===== config.mk =====
export PLATFORM = sky130hd
export DESIGN_NAME = trap_csr_unit
export DESIGN_NICKNAME = d
export VERILOG_FILES = /design/src/rtl/common_types_pkg.sv /design/src/rtl/csr_counter64.sv /design/src/rtl/trap_csr_unit.sv
export SDC_FILE = /design/constraint.sdc
export NUM_CORES = 1
export LEC_CHECK = 0
export ABC_AREA = 0
export CAP_MARGIN = 20
export CORE_MARGIN = 4
export CORE_UTILIZATION = 57
export DETAILED_ROUTE_END_ITERATION = 10
export PLACE_DENSITY = 0.86
export SLEW_MARGIN = 20
export SYNTH_ARGS = -nofsm -noshare
export SYNTH_HDL_FRONTEND = slang
export SYNTH_HIERARCHICAL = 1
export SYNTH_SLANG_ARGS = --single-unit

===== constraint.sdc =====
create_clock -name clk -period 9.3 [get_ports clk]
set_input_delay 1.395 -clock clk [delete_from_list [all_inputs] [get_ports clk]]
set_output_delay 1.395 -clock clk [all_outputs]
set_load 0.01 [all_outputs]

===== src/rtl/common_types_pkg.sv =====
// Shared trap/CSR definitions: CSR addresses, CSR op encoding, trap FSM states
// and cause codes. Used by the decoder, the exception unit and trap_csr_unit.
package common_types_pkg;

  // Machine-mode trap CSRs
  localparam logic [11:0] CSR_MSTATUS   = 12'h300;
  localparam logic [11:0] CSR_MIE       = 12'h304;
  localparam logic [11:0] CSR_MTVEC     = 12'h305;
  localparam logic [11:0] CSR_MSCRATCH  = 12'h340;
  localparam logic [11:0] CSR_MEPC      = 12'h341;
  localparam logic [11:0] CSR_MCAUSE    = 12'h342;
  localparam logic [11:0] CSR_MTVAL     = 12'h343;
  localparam logic [11:0] CSR_MIP       = 12'h344;

  // Counters (machine read/write) and their user read-only shadows
  localparam logic [11:0] CSR_MCYCLE    = 12'hB00;
  localparam logic [11:0] CSR_MCYCLEH   = 12'hB80;
  localparam logic [11:0] CSR_MINSTRET  = 12'hB02;
  localparam logic [11:0] CSR_MINSTRETH = 12'hB82;
  localparam logic [11:0] CSR_CYCLE     = 12'hC00;
  localparam logic [11:0] CSR_CYCLEH    = 12'hC80;
  localparam logic [11:0] CSR_INSTRET   = 12'hC02;
  localparam logic [11:0] CSR_INSTRETH  = 12'hC82;

  typedef enum logic [1:0] {
    CSR_NONE = 2'b00,
    CSR_RW   = 2'b01,
    CSR_RS   = 2'b10,
    CSR_RC   = 2'b11
  } csr_op_t;

  typedef enum logic [1:0] {
    RUN  = 2'd0,
    TRAP = 2'd1,
    RET  = 2'd2
  } trap_state_t;

  localparam logic [30:0] CAUSE_ILLEGAL = 31'd2;
  localparam logic [30:0] CAUSE_MTI     = 31'd7;
  localparam logic [30:0] CAUSE_MEI     = 31'd11;

  // MPP is hardwired to machine mode
  localparam logic [31:0] MSTATUS_MPP   = 32'h0000_1800;

  // Zicsr read/modify/write combine of the old value and the operand
  function automatic logic [31:0] csr_apply(csr_op_t op, logic [31:0] old_val,
                                            logic [31:0] operand);
    logic [31:0] res;
    case (op)
      CSR_RW:  res = operand;
      CSR_RS:  res = old_val | operand;
      CSR_RC:  res = old_val & ~operand;
      default: res = old_val;
    endcase
    return res;
  endfunction

endpackage


===== src/rtl/csr_counter64.sv =====
// 64-bit event counter with per-half write strobes. A write to one half
// replaces that half and blocks the carry into the other half for that cycle.
module csr_counter64 (
  input  logic        clk,
  input  logic        rst,
  input  logic        inc,
  input  logic        wr_lo,
  input  logic        wr_hi,
  input  logic [31:0] wdata,
  output logic [63:0] count
);

  logic [31:0] lo_q, lo_d;
  logic [31:0] hi_q, hi_d;
  logic [32:0] lo_sum;

  // Next value: increment with carry unless a half is being written
  always_comb begin
    lo_sum = {1'b0, lo_q} + {32'b0, inc};
    lo_d   = wr_lo ? wdata : lo_sum[31:0];
    if (wr_hi) begin
      hi_d = wdata;
    end else if (wr_lo) begin
      hi_d = hi_q;
    end else begin
      hi_d = hi_q + {31'b0, lo_sum[32]};
    end
  end

  // Counter state
  always_ff @(posedge clk or posedge rst) begin
    if (rst) begin
      lo_q <= '0;
      hi_q <= '0;
    end else begin
      lo_q <= lo_d;
      hi_q <= hi_d;
    end
  end

  assign count = {hi_q, lo_q};

endmodule


===== src/rtl/trap_csr_unit.sv =====
// Machine-mode trap CSR block: latches trap state, redirects fetch on
// exception/mret, serves Zicsr accesses and raises level interrupt requests.
// Optional counters (mcycle/minstret and shadows) under `define ZICNTR_EN.
module trap_csr_unit
  import common_types_pkg::*;
#(
  parameter logic [31:0] RESET_MTVEC = 32'h0000_8000
) (
  input  logic        clk,
  input  logic        rst,
  input  logic        exception,
  input  logic [31:0] exception_pc,
  input  logic [31:0] exception_cause,
  input  logic        interrupt,
  input  logic        mret,
  input  logic        csr_en,
  input  logic [1:0]  csr_op,
  input  logic [11:0] csr_addr,
  input  logic [31:0] csr_wdata,
  output logic [31:0] csr_rdata,
  output logic        csr_illegal,
  input  logic        irq_ext,
  input  logic        irq_timer,
  input  logic        inst_retire,
  output logic        irq_req,
  output logic [31:0] irq_cause,
  output logic        trap_redirect,
  output logic [31:0] trap_target
);

  trap_state_t state_q, state_d;

  logic        mstatus_mie_q, mstatus_mie_d;
  logic        mstatus_mpie_q, mstatus_mpie_d;
  logic        mie_mtie_q, mie_mtie_d;
  logic        mie_meie_q, mie_meie_d;
  logic [29:0] mtvec_q, mtvec_d;
  logic [29:0] mepc_q, mepc_d;
  logic [31:0] mscratch_q, mscratch_d;
  logic [31:0] mcause_q, mcause_d;
  logic [31:0] mtval_q, mtval_d;

  logic        trap_redirect_q, trap_redirect_d;
  logic [31:0] trap_target_q, trap_target_d;
  logic        irq_req_q, irq_req_d;
  logic [31:0] irq_cause_q, irq_cause_d;

  csr_op_t     op;
  logic [31:0] mstatus_rd, mie_rd, mip_rd;
  logic [31:0] read_val, write_val;
  logic        implemented, read_only, write_attempt, illegal, csr_we, in_run;
  logic        ext_qual, timer_qual;
  logic        unused_inputs;

  assign op         = csr_op_t'(csr_op);
  assign in_run     = (state_q == RUN);
  assign mstatus_rd = MSTATUS_MPP | {24'b0, mstatus_mpie_q, 3'b0, mstatus_mie_q, 3'b0};
  assign mie_rd     = {20'b0, mie_meie_q, 3'b0, mie_mtie_q, 7'b0};
  assign mip_rd     = {20'b0, irq_ext, 3'b0, irq_timer, 7'b0};

`ifdef ZICNTR_EN
  logic [63:0] mcycle, minstret;

  csr_counter64 u_mcycle (
    .clk   (clk),
    .rst   (rst),
    .inc   (1'b1),
    .wr_lo (csr_we && (csr_addr == CSR_MCYCLE)),
    .wr_hi (csr_we && (csr_addr == CSR_MCYCLEH)),
    .wdata (write_val),
    .count (mcycle)
  );

  csr_counter64 u_minstret (
    .clk   (clk),
    .rst   (rst),
    .inc   (inst_retire),
    .wr_lo (csr_we && (csr_addr == CSR_MINSTRET)),
    .wr_hi (csr_we && (csr_addr == CSR_MINSTRETH)),
    .wdata (write_val),
    .count (minstret)
  );

  assign unused_inputs = ^{exception_cause[31], exception_pc[1:0]};
`else
  assign unused_inputs = ^{exception_cause[31], exception_pc[1:0], inst_retire};
`endif

  // Read mux; unknown addresses flag the access as unimplemented
  always_comb begin
    read_val    = '0;
    implemented = 1'b1;
    case (csr_addr)
      CSR_MSTATUS:  read_val = mstatus_rd;
      CSR_MIE:      read_val = mie_rd;
      CSR_MTVEC:    read_val = {mtvec_q, 2'b00};
      CSR_MSCRATCH: read_val = mscratch_q;
      CSR_MEPC:     read_val = {mepc_q, 2'b00};
      CSR_MCAUSE:   read_val = mcause_q;
      CSR_MTVAL:    read_val = mtval_q;
      CSR_MIP:      read_val = mip_rd;
`ifdef ZICNTR_EN
      CSR_MCYCLE,   CSR_CYCLE:    read_val = mcycle[31:0];
      CSR_MCYCLEH,  CSR_CYCLEH:   read_val = mcycle[63:32];
      CSR_MINSTRET, CSR_INSTRET:  read_val = minstret[31:0];
      CSR_MINSTRETH, CSR_INSTRETH: read_val = minstret[63:32];
`endif
      default:      implemented = 1'b0;
    endcase
  end

  // RS/RC with a zero operand is a pure read and therefore legal on read-only CSRs
  assign read_only     = (csr_addr[11:10] == 2'b11) || (csr_addr == CSR_MIP);
  assign write_attempt = (op == CSR_RW) ||
                         (((op == CSR_RS) || (op == CSR_RC)) && (csr_wdata != 32'b0));
  assign illegal       = csr_en && (!implemented || (read_only && write_attempt));
  assign csr_we        = csr_en && write_attempt && !illegal && in_run && !exception && !mret;
  assign write_val     = csr_apply(op, read_val, csr_wdata);

  assign csr_illegal   = illegal;
  assign csr_rdata     = (csr_en && !illegal) ? read_val : 32'b0;

  // CSR next state: exception > mret > CSR write, all blocked outside RUN
  always_comb begin
    mstatus_mie_d  = mstatus_mie_q;
    mstatus_mpie_d = mstatus_mpie_q;
    mie_mtie_d     = mie_mtie_q;
    mie_meie_d     = mie_meie_q;
    mtvec_d        = mtvec_q;
    mepc_d         = mepc_q;
    mscratch_d     = mscratch_q;
    mcause_d       = mcause_q;
    mtval_d        = mtval_q;
    if (in_run) begin
      if (exception) begin
        mepc_d         = exception_pc[31:2];
        mcause_d       = {interrupt, exception_cause[30:0]};
        mtval_d        = '0;
        mstatus_mpie_d = mstatus_mie_q;
        mstatus_mie_d  = 1'b0;
      end else if (mret) begin
        mstatus_mie_d  = mstatus_mpie_q;
        mstatus_mpie_d = 1'b1;
      end else if (csr_we) begin
        case (csr_addr)
          CSR_MSTATUS: begin
            mstatus_mie_d  = write_val[3];
            mstatus_mpie_d = write_val[7];
          end
          CSR_MIE: begin
            mie_mtie_d = write_val[7];
            mie_meie_d = write_val[11];
          end
          CSR_MTVEC:    mtvec_d    = write_val[31:2];
          CSR_MSCRATCH: mscratch_d = write_val;
          CSR_MEPC:     mepc_d     = write_val[31:2];
          CSR_MCAUSE:   mcause_d   = write_val;
          CSR_MTVAL:    mtval_d    = write_val;
          default:      ;
        endcase
      end
    end
  end

  // CSR storage
  always_ff @(posedge clk or posedge rst) begin
    if (rst) begin
      mstatus_mie_q  <= 1'b0;
      mstatus_mpie_q <= 1'b0;
      mie_mtie_q     <= 1'b0;
      mie_meie_q     <= 1'b0;
      mtvec_q        <= RESET_MTVEC[31:2];
      mepc_q         <= '0;
      mscratch_q     <= '0;
      mcause_q       <= '0;
      mtval_q        <= '0;
    end else begin
      mstatus_mie_q  <= mstatus_mie_d;
      mstatus_mpie_q <= mstatus_mpie_d;
      mie_mtie_q     <= mie_mtie_d;
      mie_meie_q     <= mie_meie_d;
      mtvec_q        <= mtvec_d;
      mepc_q         <= mepc_d;
      mscratch_q     <= mscratch_d;
      mcause_q       <= mcause_d;
      mtval_q        <= mtval_d;
    end
  end

  // Trap FSM next state and redirect outputs; TRAP/RET last exactly one cycle
  always_comb begin
    state_d         = state_q;
    trap_redirect_d = 1'b0;
    trap_target_d   = trap_target_q;
    case (state_q)
      RUN: begin
        if (exception) begin
          state_d         = TRAP;
          trap_redirect_d = 1'b1;
          trap_target_d   = {mtvec_q, 2'b00};
        end else if (mret) begin
          state_d         = RET;
          trap_redirect_d = 1'b1;
          trap_target_d   = {mepc_q, 2'b00};
        end
      end
      default: state_d = RUN;
    endcase
  end

  // Interrupt request qualification; external wins over timer
  always_comb begin
    ext_qual    = irq_ext && mie_meie_q && mstatus_mie_q && in_run;
    timer_qual  = irq_timer && mie_mtie_q && mstatus_mie_q && in_run;
    irq_req_d   = ext_qual || timer_qual;
    irq_cause_d = '0;
    if (ext_qual) begin
      irq_cause_d = {1'b1, CAUSE_MEI};
    end else if (timer_qual) begin
      irq_cause_d = {1'b1, CAUSE_MTI};
    end
  end

  // FSM state and registered outputs
  always_ff @(posedge clk or posedge rst) begin
    if (rst) begin
      state_q         <= RUN;
      trap_redirect_q <= 1'b0;
      trap_target_q   <= '0;
      irq_req_q       <= 1'b0;
      irq_cause_q     <= '0;
    end else begin
      state_q         <= state_d;
      trap_redirect_q <= trap_redirect_d;
      trap_target_q   <= trap_target_d;
      irq_req_q       <= irq_req_d;
      irq_cause_q     <= irq_cause_d;
    end
  end

  assign trap_redirect = trap_redirect_q;
  assign trap_target   = trap_target_q;
  assign irq_req       = irq_req_q;
  assign irq_cause     = irq_cause_q;

endmodule


==> results.md, run 1 <==
- count of different cell masters after synthesis: 66
- routed len/inst: 22.15 um
- number of H-tree branching levels: 4
- final instance area: 0.01349 sq mm
- Die Width: 147.5 um
- Clock Path Buffers: 2
- type of element capturing the critical path: output port
- relative slew slack: 13.68%
- largest area contributor in the netlist: dfrtp_1
- vias: 10192
- reported max-cap violation count: 0
- placed standard-cell area: 0.01290 sq mm
- sequential fraction of the synthesis area: 44.25%
- net count reported at finish: 1448
- Placeable Area: 0.01889 sq mm
- cell area after synthesis: 0.01109 sq mm
- total met3 wirelength after detailed routing: 4082 um
- kind of launch point of the worst setup path: primary input
- Final Hold Viols: 0
- top routing layer in use: met4
- critical path's slowest cell: clkdlybuf4s50_1
- average instance area after synthesis: 9.201 sq um
- Post-DRT Antenna Nets: 0
- Final GP Congestion: 0.9232
- drt total wl: 35480 um
- number of enable flip-flop cells after synthesis: 0
- number of buffers created by CTS: 17
- clock tree skew after final layout: 0.01328 ns
- wire length on met1: 13230 um
- clock tree from TritonCTS: built
- CTS Hold Buffers Added: 0
- number of rows in the core area: 50
- Crit Path Class: primary input to output port
- longest individual stage delay on the worst path: 0.66 ns
- count of boundary I/O pins: 218
- Die Span Y: 147.5 um
- WL met2: 16690 um
- VDD IR-drop max: 0.0001399 V
- CP max FO: 19
- cell count after synthesis: 1205
- most numerous cell types in the synthesized netlist: nand2_1 (223), dfrtp_1 (195), o21ai_0 (155)
- post-synthesis sequential element count: 196
- count of warnings emitted by yosys: 6
- data arrival time of the critical path: 5.50 ns
- number of buffers added on ports: 184
- static leakage: 5.666 nW
- setup violation total in the final timing report: 0
- total negative slack: 0 ns
- fraction of layout cells with a size suffix above 1: 10.28%
- Top FF cell, synth: dfrtp_1
- source-to-sink clock delay at the later pin of the worst-skew pair: 0.45 ns
- initial standard-cell utilization of the core: 58.68%
- diode insertion count for antenna repair: 0
- Post-CTS Setup Inserts: 0
- detail-routed via count per cell: 6.362
- cts repair resizes: 0
- Fmax achieved: 0.1450 GHz
- area of the die: 0.02175 sq mm
- total placed cells including tap cells: 1569
- outcome: completed
- largest net degree at the start of global routing: 112
- worst path required time: 7.91 ns
- Synth area leaders: dfrtp_1 (44%), nand2_1 (7.5%), o21ai_0 (7.0%)
- GRT Overall Usage: 32.41%
- number of antenna violations at the first check in global routing: 0
- pwr dens: 160.9 mW/mm^2
- total iterations of the first detailed-routing run: 6
- unrepaired setup endpoints after global routing: no
- area added between synthesis and finish: 21.70%
- Remaining Overflow, GRT: 0
- cell chain of the critical path: clkdlybuf4s50_1, nor4b_1, nand4_1, or3_1, a31oi_2, buf_4, nand2_1, buf_4, nor4_1, clkdlybuf4s50_1
- DRC violation total after the first TritonRoute iteration: 1190
- Final Non-Filler Cells: 1602
- remaining design rule violation count: 0
- min-delay worst type: flip-flop to flip-flop
- Yosys top cell area share: 44.01%
- first-pass GRT wire length: 55960 um
- hpwl dp: 22910 um
- Clock transition at path regs: 0.07 ns
- Root Driver: clkbuf_16
- number of global-route vias before repair: 10353
- Tightest Pin Transition: 1.290 ns
- leading cell type by number of instances after synthesis: nand2_1
- asr flop ratio synth: 100.0%
- Sinks on Clock Net: 196
- part of the cycle the worst path needs: 74.16%
- Slew Limit Fails: 0
- post-layout min period: 6.897 ns
==> area by class of cell <==
type | count | area [sq um]
repair buffers | 204 | 1987
multi-input cells | 899 | 5647
well taps | 260 | 325.3
flip-flops and latches | 196 | 4906
clock buffers | 18 | 439.2
inverters | 11 | 48.80
clock inverters | 14 | 140.1
fillers | 1404 | 5400
==> placed cells by master, fill, tap and decap left out, types with 26 or more instances in the layout <==
cell type          n
nand2_1          222
dfrtp_1          195
clkdlybuf4s50_1  181
o21ai_0          155
mux2_2            57
mux2i_1           52
a22oi_1           43
xnor2_1           31
o21ai_1           31
conb_1            29
nor2_1            27
and3_1            27
o31ai_1           26
==> critical path: cells and delay by family <==
kind                   cells  cell delay, ns
AND/OR/NAND/NOR            5            2.06
AO/OA/AOI/OAI              1            0.29
buffers and inverters      4            1.76
==> per-layer routing <==
metal  up-vias  track usage [%]
li1       4502                -
met1      4867            42.03
met2       697            52.03
met3       126            8.001
met4         0            14.17
met5         -                0
==> cells by family after synthesis <==
logic type | synth area share (%)
xor gates and xnor gates | 2.449
DFF | 44.25
other | 0.03382
muxes | 12.01
AOI/OAI and AO/OA | 18.87
buffers and inverters | 6.117
and+or+nand+nor | 16.27
==> through the flow <==
step                hold slack (ns)  util (%)  worst slack (ns)  power (mW)
detailed placement           0.4563     68.26             2.601       1.447
floorplan                    0.4387         -             2.566       1.265
global placement             0.4530     68.25             2.629       1.429
global route                 0.4940     71.42             2.231       2.257
CTS                          0.4719     71.32             2.585       2.166
finish                       0.4709     71.42             2.403       2.171
==> power by group <==
group / leakage [nW] / internal [mW] / total, mW / switching, mW
registers: 2.59 / 0.942 / 1.00 / 0.0598
clock network: 0.271 / 0.362 / 0.730 / 0.368
logic: 2.80 / 0.208 / 0.439 / 0.231
==> path summary, 6_finish.rpt <==
kind / startpoint / end / slack [ns] / depth (start not counted)
max in group asynchronous: rst / mcause_q[5] / 6.51 / 3
hold reg to reg: mtval_q[7] / mtval_q[7] / 0.47 / 2
setup / recovery: csr_wdata[17] / csr_rdata[0] / 2.40 / 10
setup reg to reg: state_q[0] / mtvec_q[28] / 6.41 / 8
hold / removal: mtval_q[7] / mtval_q[7] / 0.47 / 2
min in group asynchronous: rst / irq_cause[3] / 1.48 / 2
==> flip-flops by register name, summed over array words and instances (netlist names) <==
register,flops
mcause_q,32
mscratch_q,32
mtval_q,32
mepc_q,30
mtvec_q,30
trap_target,30
irq_cause,3
state_q,2
mie_meie_q,1
mie_mtie_q,1
mstatus_mie_q,1
mstatus_mpie_q,1
trap_redirect,1
(Power assumes the default switching activity.)
==> inputs of run 2 (changes only) <==
- CORE_UTILIZATION: 57 -> 48
- PLACE_DENSITY: 0.86 -> 0.77
- clock period: 9.3 -> 5.7 ns (I/O delays scaled with it)
==> results.md, run 2 (synthesis gave the netlist of run 1 again) <==
- outcome: completed
- number of buffers added on ports: 184
- CTS Hold Buffers Added: 0
- Remaining Overflow, GRT: 0
- post-layout min period: 5.115 ns
- Final GP Congestion: 0.9655
- Post-CTS Setup Inserts: 0
- number of buffers created by CTS: 17
- clock tree skew after final layout: 0.009799 ns
- drt total wl: 34970 um
- reported max-cap violation count: 0
- Die Width: 160.0 um
- placed standard-cell area: 0.01307 sq mm
- cts repair resizes: 0
- Tightest Pin Transition: 0.9307 ns
- net count reported at finish: 1464
- detail-routed via count per cell: 6.036
- longest individual stage delay on the worst path: 0.69 ns
- number of H-tree branching levels: 4
- hpwl dp: 24100 um
- cell chain of the critical path: clkdlybuf4s50_1, nor4b_1, nand4_1, or3_1, a31oi_2, nand2_1, buf_4, a211oi_1, clkdlybuf4s50_1
- number of rows in the core area: 55
- Die Span Y: 160.0 um
- hold_sp: mtval_q[23]
- Post-DRT Antenna Nets: 0
- initial standard-cell utilization of the core: 48.82%
- area added between synthesis and finish: 23.24%
- sink of the worst hold path: mtval_q[23]
- kind of launch point of the worst setup path: primary input
- Clock Path Buffers: 2
- Root Driver: clkbuf_16
- VDD IR-drop max: 0.0001870 V
- remaining design rule violation count: 0
- min-delay worst type: flip-flop to flip-flop
- source-to-sink clock delay at the later pin of the worst-skew pair: 0.43 ns
- count of boundary I/O pins: 218
- largest net degree at the start of global routing: 83
- worst path required time: 4.85 ns
- vias: 9924
- total iterations of the first detailed-routing run: 6
- area of the die: 0.02559 sq mm
- Overall Power: 3.560 mW
- largest registers: mcause_q: 32 flops, mscratch_q: 32 flops, mtval_q: 32 flops
- critical path's slowest cell: nor4b_1
- static leakage: 5.746 nW
- Final Hold Viols: 0
- Fmax achieved: 0.1955 GHz
- part of the cycle the worst path needs: 89.74%
- leading cell type in the layout, fill and taps excluded: nand2_1
- number of cells traversed by the worst hold path: 2
- Slew Limit Fails: 0
- worst flop-to-flop path endpoint: mscratch_q[11]
- data arrival time of the critical path: 4.26 ns
- path depth of the worst reg2reg path: 8
- GRT Overall Usage: 26.91%
- total negative slack: 0 ns
- routed len/inst: 21.27 um
- final instance area: 0.01366 sq mm
- startpoint of the worst-slack reg-to-reg timing path: state_q[0]
- setup violation total in the final timing report: 0
- unrepaired setup endpoints after global routing: no
- R2R setup slack: 2.27 ns
- number of global-route vias before repair: 9974
- Placeable Area: 0.02271 sq mm
- Crit Path Class: primary input to output port
- Sinks on Clock Net: 196
- top library cells by usage in the layout, fill and taps aside: nand2_1 (223), dfrtp_1 (195), clkdlybuf4s50_1 (181)
- cell repeated most along the worst path: clkdlybuf4s50_1
- fraction of layout cells with a size suffix above 1: 10.90%
- clock tree from TritonCTS: built
- relative slew slack: 37.76%
- Clock transition at path regs: 0.07 ns
- type of element capturing the critical path: output port
- number of antenna violations at the first check in global routing: 2
- Filler Cell Count: 1960
- first-pass GRT wire length: 54630 um
- CP max FO: 11
- pwr dens: 260.6 mW/mm^2
- DRC violation total after the first TritonRoute iteration: 907
run 2: cell types whose count changed in the layout (fill, tap and decap cells not counted), sizes merged:
cell	delta
bufinv	+2
clkinvlp	+1
inv	-2
diode	+1
buf	+16
clkinv	-3
clkbuf	+2
run 2: final cells by class:
type	instances	area, sq um	share of cell area, %
antenna	1	2.502	0.01832
multi-input combinational	899	5642	41.29
timing repair buffer	220	2128	15.58
sequential	196	4906	35.91
tap	285	356.6	2.610
clock inverter	12	146.4	1.071
clock buffer	20	436.7	3.196
inverter	11	45.04	0.3297
run 2: worst max path at each step:
stage | startpoint | end | slack (ns) | depth (start not counted)
detailed placement | csr_wdata[17] | csr_rdata[12] | 0.66 | 9
global route | csr_wdata[17] | csr_rdata[12] | 0.42 | 9
finish | csr_wdata[17] | csr_rdata[12] | 0.58 | 9
floorplan | csr_op[1] | csr_rdata[12] | 2.11 | 8
CTS | csr_wdata[17] | csr_rdata[12] | 0.64 | 9
global placement | csr_wdata[17] | csr_rdata[12] | 0.72 | 9
run 2: power breakdown:
part	internal [mW]	total, mW	leakage (nW)	switching [mW]
sequential	1.54	1.63	2.59	0.0954
clock	0.657	1.21	0.273	0.550
combinational	0.347	0.721	2.88	0.374
total	2.54	3.56	5.75	1.02
run 2: metrics by stage:
stage | setup slack (ns) | instances | util, % | hold WS (ns)
detailed placement | 0.6632 | 1611 | 57.57 | 0.4643
finish | 0.5847 | 1644 | 60.17 | 0.4765
CTS | 0.6388 | 1643 | 60.14 | 0.4795
floorplan | 2.106 | 1233 | - | 0.4387
global placement | 0.7176 | 1611 | 57.57 | 0.4538
global route | 0.4229 | 1644 | 60.17 | 0.5010
run 2: worst max-delay path, delay by kind of cell:
| kind | cells | cell delay (ns) |
|---|---|---|
| AND/OR/NAND/NOR | 4 | 1.51 |
| buffers and inverters | 3 | 1.42 |
| AO/OA/AOI/OAI | 2 | 0.47 |
run 2: per-layer routing:
layer,wire [um],track usage [%]
met4,1270,10.79
met1,13950,35.23
met2,15870,42.27
met3,3853,7.794
met5,13,0
